`src/rtl/sw_debouncer_pkg.sv`:
```
// rtl/sw_debouncer_pkg.sv - shared types and constants for the switch debouncer
//
// Purpose : bank FSM state encoding, default debounce length and the
//           released-switch reset value shared by sw_debounce_bank and
//           sw_debouncer.
// Ports   : none (package).

package sw_debouncer_pkg;

  // 20 ms of stable input at 24 MHz.
  localparam int DEBOUNCE_CNT_DEFAULT = 480000;

  // Switches are active-low, so "all released" is all ones.
  localparam logic [3:0] SW_RELEASED = 4'hF;

  typedef enum logic [0:0] {
    ST_STABLE   = 1'b0,
    ST_SETTLING = 1'b1
  } bank_state_e;

endpackage

```
`src/rtl/sw_debounce_bank.sv`:
```
// rtl/sw_debounce_bank.sv - one 4-bit switch bank: synchronizer, settle FSM, counter
//
// Purpose : synchronizes a raw 4-bit active-low switch bank into clk and
//           accepts a new value only after it has been seen unchanged, as a
//           whole vector, for DEBOUNCE_CNT consecutive cycles.
// Ports   : clk     - system clock
//           reset_n - asynchronous active-low reset
//           sw_raw  - raw switch bank, asynchronous to clk
//           sw_db   - debounced switch bank (same polarity as sw_raw)
//           updated - high in the cycle whose closing edge loads a new sw_db

module sw_debounce_bank
  import sw_debouncer_pkg::*;
#(
  parameter int DEBOUNCE_CNT = DEBOUNCE_CNT_DEFAULT
) (
  input  logic       clk,
  input  logic       reset_n,
  input  logic [3:0] sw_raw,
  output logic [3:0] sw_db,
  output logic       updated
);

  localparam int CNT_W = (DEBOUNCE_CNT > 1) ? $clog2(DEBOUNCE_CNT) : 1;
  localparam logic [CNT_W-1:0] CNT_LAST = CNT_W'(DEBOUNCE_CNT - 1);

  logic [3:0]       sync_q1;
  logic [3:0]       sync_q2;
  bank_state_e      state_q;
  bank_state_e      state_d;
  logic [3:0]       cand_q;
  logic [3:0]       cand_d;
  logic [CNT_W-1:0] cnt_q;
  logic [CNT_W-1:0] cnt_d;
  logic [3:0]       db_q;
  logic [3:0]       db_d;

  // Two-flop synchronizer; nothing downstream looks at sw_raw directly.
  always_ff @(posedge clk or negedge reset_n) begin
    if (!reset_n) begin
      sync_q1 <= SW_RELEASED;
      sync_q2 <= SW_RELEASED;
    end else begin
      sync_q1 <= sw_raw;
      sync_q2 <= sync_q1;
    end
  end

  // The candidate is, by construction, always different from db_q while
  // SETTLING, so the three SETTLING branches below never overlap.
  always_comb begin
    state_d = state_q;
    cand_d  = cand_q;
    cnt_d   = cnt_q;
    db_d    = db_q;
    updated = 1'b0;
    case (state_q)
      ST_STABLE: begin
        if (sync_q2 != db_q) begin
          cand_d  = sync_q2;
          cnt_d   = '0;
          state_d = ST_SETTLING;
        end
      end
      ST_SETTLING: begin
        if (sync_q2 == db_q) begin
          // Bounced back to the accepted value: drop the candidate quietly.
          cnt_d   = '0;
          state_d = ST_STABLE;
        end else if (sync_q2 != cand_q) begin
          // Moved to yet another value: restart the settle window on it.
          cand_d = sync_q2;
          cnt_d  = '0;
        end else if (cnt_q == CNT_LAST) begin
          db_d    = cand_q;
          cnt_d   = '0;
          state_d = ST_STABLE;
          updated = 1'b1;
        end else begin
          cnt_d = cnt_q + CNT_W'(1);
        end
      end
      default: begin
        state_d = ST_STABLE;
        cnt_d   = '0;
      end
    endcase
  end

  always_ff @(posedge clk or negedge reset_n) begin
    if (!reset_n) begin
      state_q <= ST_STABLE;
      cand_q  <= SW_RELEASED;
      cnt_q   <= '0;
      db_q    <= SW_RELEASED;
    end else begin
      state_q <= state_d;
      cand_q  <= cand_d;
      cnt_q   <= cnt_d;
      db_q    <= db_d;
    end
  end

  assign sw_db = db_q;

endmodule

```
`src/rtl/sw_debouncer.sv`:
```
// rtl/sw_debouncer.sv - debouncer for the onboard and breadboard DIP switch banks
//
// Purpose : debounces two independent 4-bit active-low switch banks and
//           flags, with a single registered strobe, any cycle in which
//           either bank's debounced value changed. Outputs drive the adder's
//           switch inputs directly, keeping the active-low polarity.
// Ports   : clk           - system clock
//           reset_n       - asynchronous active-low reset
//           onboard_sw    - raw onboard DIP switches (active-low, async)
//           bboard_sw     - raw breadboard DIP switches (active-low, async)
//           onboard_sw_db - debounced onboard switches (active-low)
//           bboard_sw_db  - debounced breadboard switches (active-low)
//           sw_changed    - one-cycle strobe, high while a freshly loaded
//                           debounced value is first visible on either bank

module sw_debouncer
  import sw_debouncer_pkg::*;
#(
  parameter int DEBOUNCE_CNT = DEBOUNCE_CNT_DEFAULT
) (
  input  logic       clk,
  input  logic       reset_n,
  input  logic [3:0] onboard_sw,
  input  logic [3:0] bboard_sw,
  output logic [3:0] onboard_sw_db,
  output logic [3:0] bboard_sw_db,
  output logic       sw_changed
);

  logic onboard_upd;
  logic bboard_upd;

  sw_debounce_bank #(
    .DEBOUNCE_CNT (DEBOUNCE_CNT)
  ) u_onboard (
    .clk     (clk),
    .reset_n (reset_n),
    .sw_raw  (onboard_sw),
    .sw_db   (onboard_sw_db),
    .updated (onboard_upd)
  );

  sw_debounce_bank #(
    .DEBOUNCE_CNT (DEBOUNCE_CNT)
  ) u_bboard (
    .clk     (clk),
    .reset_n (reset_n),
    .sw_raw  (bboard_sw),
    .sw_db   (bboard_sw_db),
    .updated (bboard_upd)
  );

  // Registered on the same edge that loads the debounced value, so the
  // strobe lines up with the first cycle the new value is visible, and
  // simultaneous bank updates merge into one pulse.
  always_ff @(posedge clk or negedge reset_n) begin
    if (!reset_n) begin
      sw_changed <= 1'b0;
    end else begin
      sw_changed <= onboard_upd | bboard_upd;
    end
  end

endmodule
```
`config.mk`:
```
export PLATFORM = sky130hd
export DESIGN_NAME = sw_debouncer
export DESIGN_NICKNAME = d
export VERILOG_FILES = /design/src/rtl/sw_debouncer_pkg.sv /design/src/rtl/sw_debounce_bank.sv /design/src/rtl/sw_debouncer.sv
export SDC_FILE = /design/constraint.sdc
export NUM_CORES = 1
export LEC_CHECK = 0
export ABC_AREA = 1
export BUFFER_PORTS_ARGS = -buffer_cell sky130_fd_sc_hd__buf_2
export CORE_MARGIN = 4
export CORE_UTILIZATION = 50
export DETAILED_ROUTE_END_ITERATION = 12
export GPL_ROUTABILITY_DRIVEN = 0
export PLACE_DENSITY = 0.68
export SYNTH_ARGS = -nofsm -noshare
export SYNTH_HDL_FRONTEND = slang
export SYNTH_HIERARCHICAL = 1
export SYNTH_SLANG_ARGS = --single-unit
```
`constraint.sdc`:
```
create_clock -name clk -period 2.2 [get_ports clk]
set_input_delay 0.33 -clock clk [delete_from_list [all_inputs] [get_ports clk]]
set_output_delay 0.33 -clock clk [all_outputs]
set_load 0.005 [all_outputs]
```
==> results.md <==
* Status: finished, final reports clean
* TritonCTS clock tree: done
* CTS Buf Count at 9
* Clock Latency Late Sink at 350 ps
* Synth warn at 6
* Asr flop ratio synth at 1.000
* Core area at a little over 0.008 mm^2
* Drt total wl at 8827 um
* Kind of critical path: reg -> reg
* Fmax achieved at 0.5851 GHz
* Final Core Density at 0.5747
* Post-synthesis sequential area ratio at 0.4326
* Die H at between 100 and 150 um
* Min-Delay Path Class: in -> reg
* Power Density at 584.8 mW/mm^2
* Die Area at 0.01018 mm^2
* Setup TNS Final at 0 ps
* Final Hold Viols at 0
* Max Cap Violations at 0
* Register-to-Register Path Depth at 8
* Post-CTS setup repair buffer count at 0
* Syn Nets at around 580
* Crit start category: flip-flop
* Clk slew on worst S/H paths at 80 ps
* Final period util at 0.7769
* Synth Instances at 564
* Area growth from synthesis to layout at 10.52%
* Worst clock skew at around 10 ps
* Die X at 100.9 um
* Crit path DAT at 1970 ps
* Cell Area, Synth at between 0.004 and 0.005 mm^2
* I/O Pins at 19
* Fillers at 757
* Number of synthesized flops with an enable pin at 0
* WHS Path Cells at 1
* # rows at 33
* DP Wirelength at 6625 um
* Global-route wire length before repair at 15680 um
* Nets at 605
* Final setup fails at 0
* Slew Limit Fails at 0
* N_diodes at 0
* Residual DRC at 0
* Wire per inst at 12.56 um
* Yosys reg bits at 73
* Via-to-Cell Ratio at 5.028
* Slew HR at 0.6967
* VDD IR max at between 0.3 and 0.4 mV
* Min Tclk post-route at approximately 1700 ps
* WP data required at 2460 ps
* Leakage at 2.249 nW
* DR vias at 3535
* CP Capture Type: flip-flop
* Largest net degree at the start of global routing at 38
* Total grt overflow at 0
* Total power at 0.002789 W
* Library cells used by synthesis at 27
* Port bufs at 18
* Root Buffer: clkbuf_8
* Most used DFF post-synth: dfrtp_1
* DR pass1 iterations at 5
* Layout cells sized above 1 at 0.2207
* Synthesized area per cell at 7.651 um^2
* RSZ-0062 raised after global routing: no
* Antenna Violating Nets Remaining at 0
* Initial antenna violation count at 0
* Sink Count at 73
* Vias in the first global route at 3603
* CTS H-Tree Depth at 3
* Gr usage total at 0.1900
* Buffer levels on the longest clock path at 2
* Worst-margin pin slew at 455.0 ps
* DRT iter0 DRCs at around 130
* CP max FO at 11
* Starting Density at 0.5200
## what timing repair did
item	CTS	global route
hold buffers	1	0
endpoints found under the hold margin	11	0
resized for setup	0	0
## state kept, by name, indices dropped and copies added, names as in the netlist
name               count
sw_changed             1
u_bboard/cand_q        4
u_bboard/cnt_q        19
u_bboard/state_q       1
u_bboard/sw_db         4
u_bboard/sync_q1       4
u_bboard/sync_q2       4
u_onboard/cand_q       4
u_onboard/cnt_q       19
u_onboard/state_q      1
u_onboard/sw_db        4
u_onboard/sync_q1      4
u_onboard/sync_q2      4
## routing by layer
metal	GRT usage	vias up	share of wire
li1	-	1812	-
met1	0.2239	1653	0.46
met2	0.3327	56	0.49
met3	0.04567	14	0.032
met4	0.07362	0	0.015
met5	0	-	0
## placed cells by master (no fill, tap or decap), drive strengths merged, types with 4 or more instances in the layout
master and instances:
dfrtp 41, xor2 18, nand4 8, o21ai 16
xnor2 6, nand3 60, clkbuf 10, a21oi 4
buf 23, nand2 179, o21bai 24, inv 73
clkinv 4, dfstp 32, nor2 90
## final cells by class
type,instances,area [um^2],area share
multi-input combinational,411,2123,0.4452
sequential,73,1867,0.3914
tap,105,131.4,0.02754
clock buffer,10,127.6,0.02676
clock inverter,6,90.09,0.01889
timing repair buffer,24,152.6,0.03200
inverter,74,277.8,0.05824
## per-stage QoR
stage	area (um^2)	hold slack [ps]	setup WS, ps	cells
CTS	4770	56.32	481.4	703
finish	4770	72.23	490.9	703
detailed placement	4542	321.9	507.4	686
global placement	4542	310.4	550.7	686
floorplan	4315	34.41	764.6	564
global route	4770	42.49	330.5	703
## final timing paths
kind	slack, ps	endpoint	start
max	490	u_bboard/cnt_q[0]	u_bboard/sync_q2[0]
min	70	u_bboard/sync_q1[1]	bboard_sw[1]
max reg2reg	490	u_bboard/cnt_q[0]	u_bboard/sync_q2[0]
min reg2reg	360	u_bboard/sync_q2[2]	u_bboard/sync_q1[2]
max in group asynchronous	1120	u_bboard/sw_db[3]	reset_n
min in group asynchronous	480	sw_changed	reset_n
## cells by family (layout without fill, tap and decap cells)
| group | Yosys count | after routing | share of synthesized area |
|---|---|---|---|
| simple gates | 341 | 341 | 0.3552 |
| buf+inv | 80 | 114 | 0.07538 |
| flops | 73 | 73 | 0.4326 |
| compound gates | 44 | 44 | 0.08234 |
| xor+xnor | 24 | 24 | 0.04871 |
| fa+ha+maj | 2 | 2 | 0.005798 |
## where the power goes
group	internal (W)	switching [W]
logic	0.0000605	0.000135
registers	0.00140	0.0000336
clock network	0.000643	0.000514
total	0.00211	0.000682
## synth_stat cells (4+ instances only)
master	n	area [um^2]
nor2_1	72	270.3
o21bai_2	20	225.2
xnor2_1	6	52.55
o21ai_1	12	60.06
dfrtp_1	41	1026
a21oi_1	4	20.02
inv_1	60	225.2
nand3_1	56	280.3
inv_2	12	45.04
o21ai_0	4	20.02
nor2_4	10	112.6
nand2_2	6	37.54
dfstp_2	32	840.8
o21bai_1	4	30.03
nand4_1	8	50.05
nand2_1	171	641.9
xor2_1	18	157.7
nand3_2	4	40.04
nor2_2	8	50.05
## critical path, cell delays in order, from the launching register on
cell      delay, ps
dfstp_2         580
inv_2            60
nand2_1          70
nand2_1          70
nor2_2          100
inv_1            70
nor2_4          130
nand3_2         300
o21bai_1        240
Note: power is estimated with default switching activity, not from simulation.
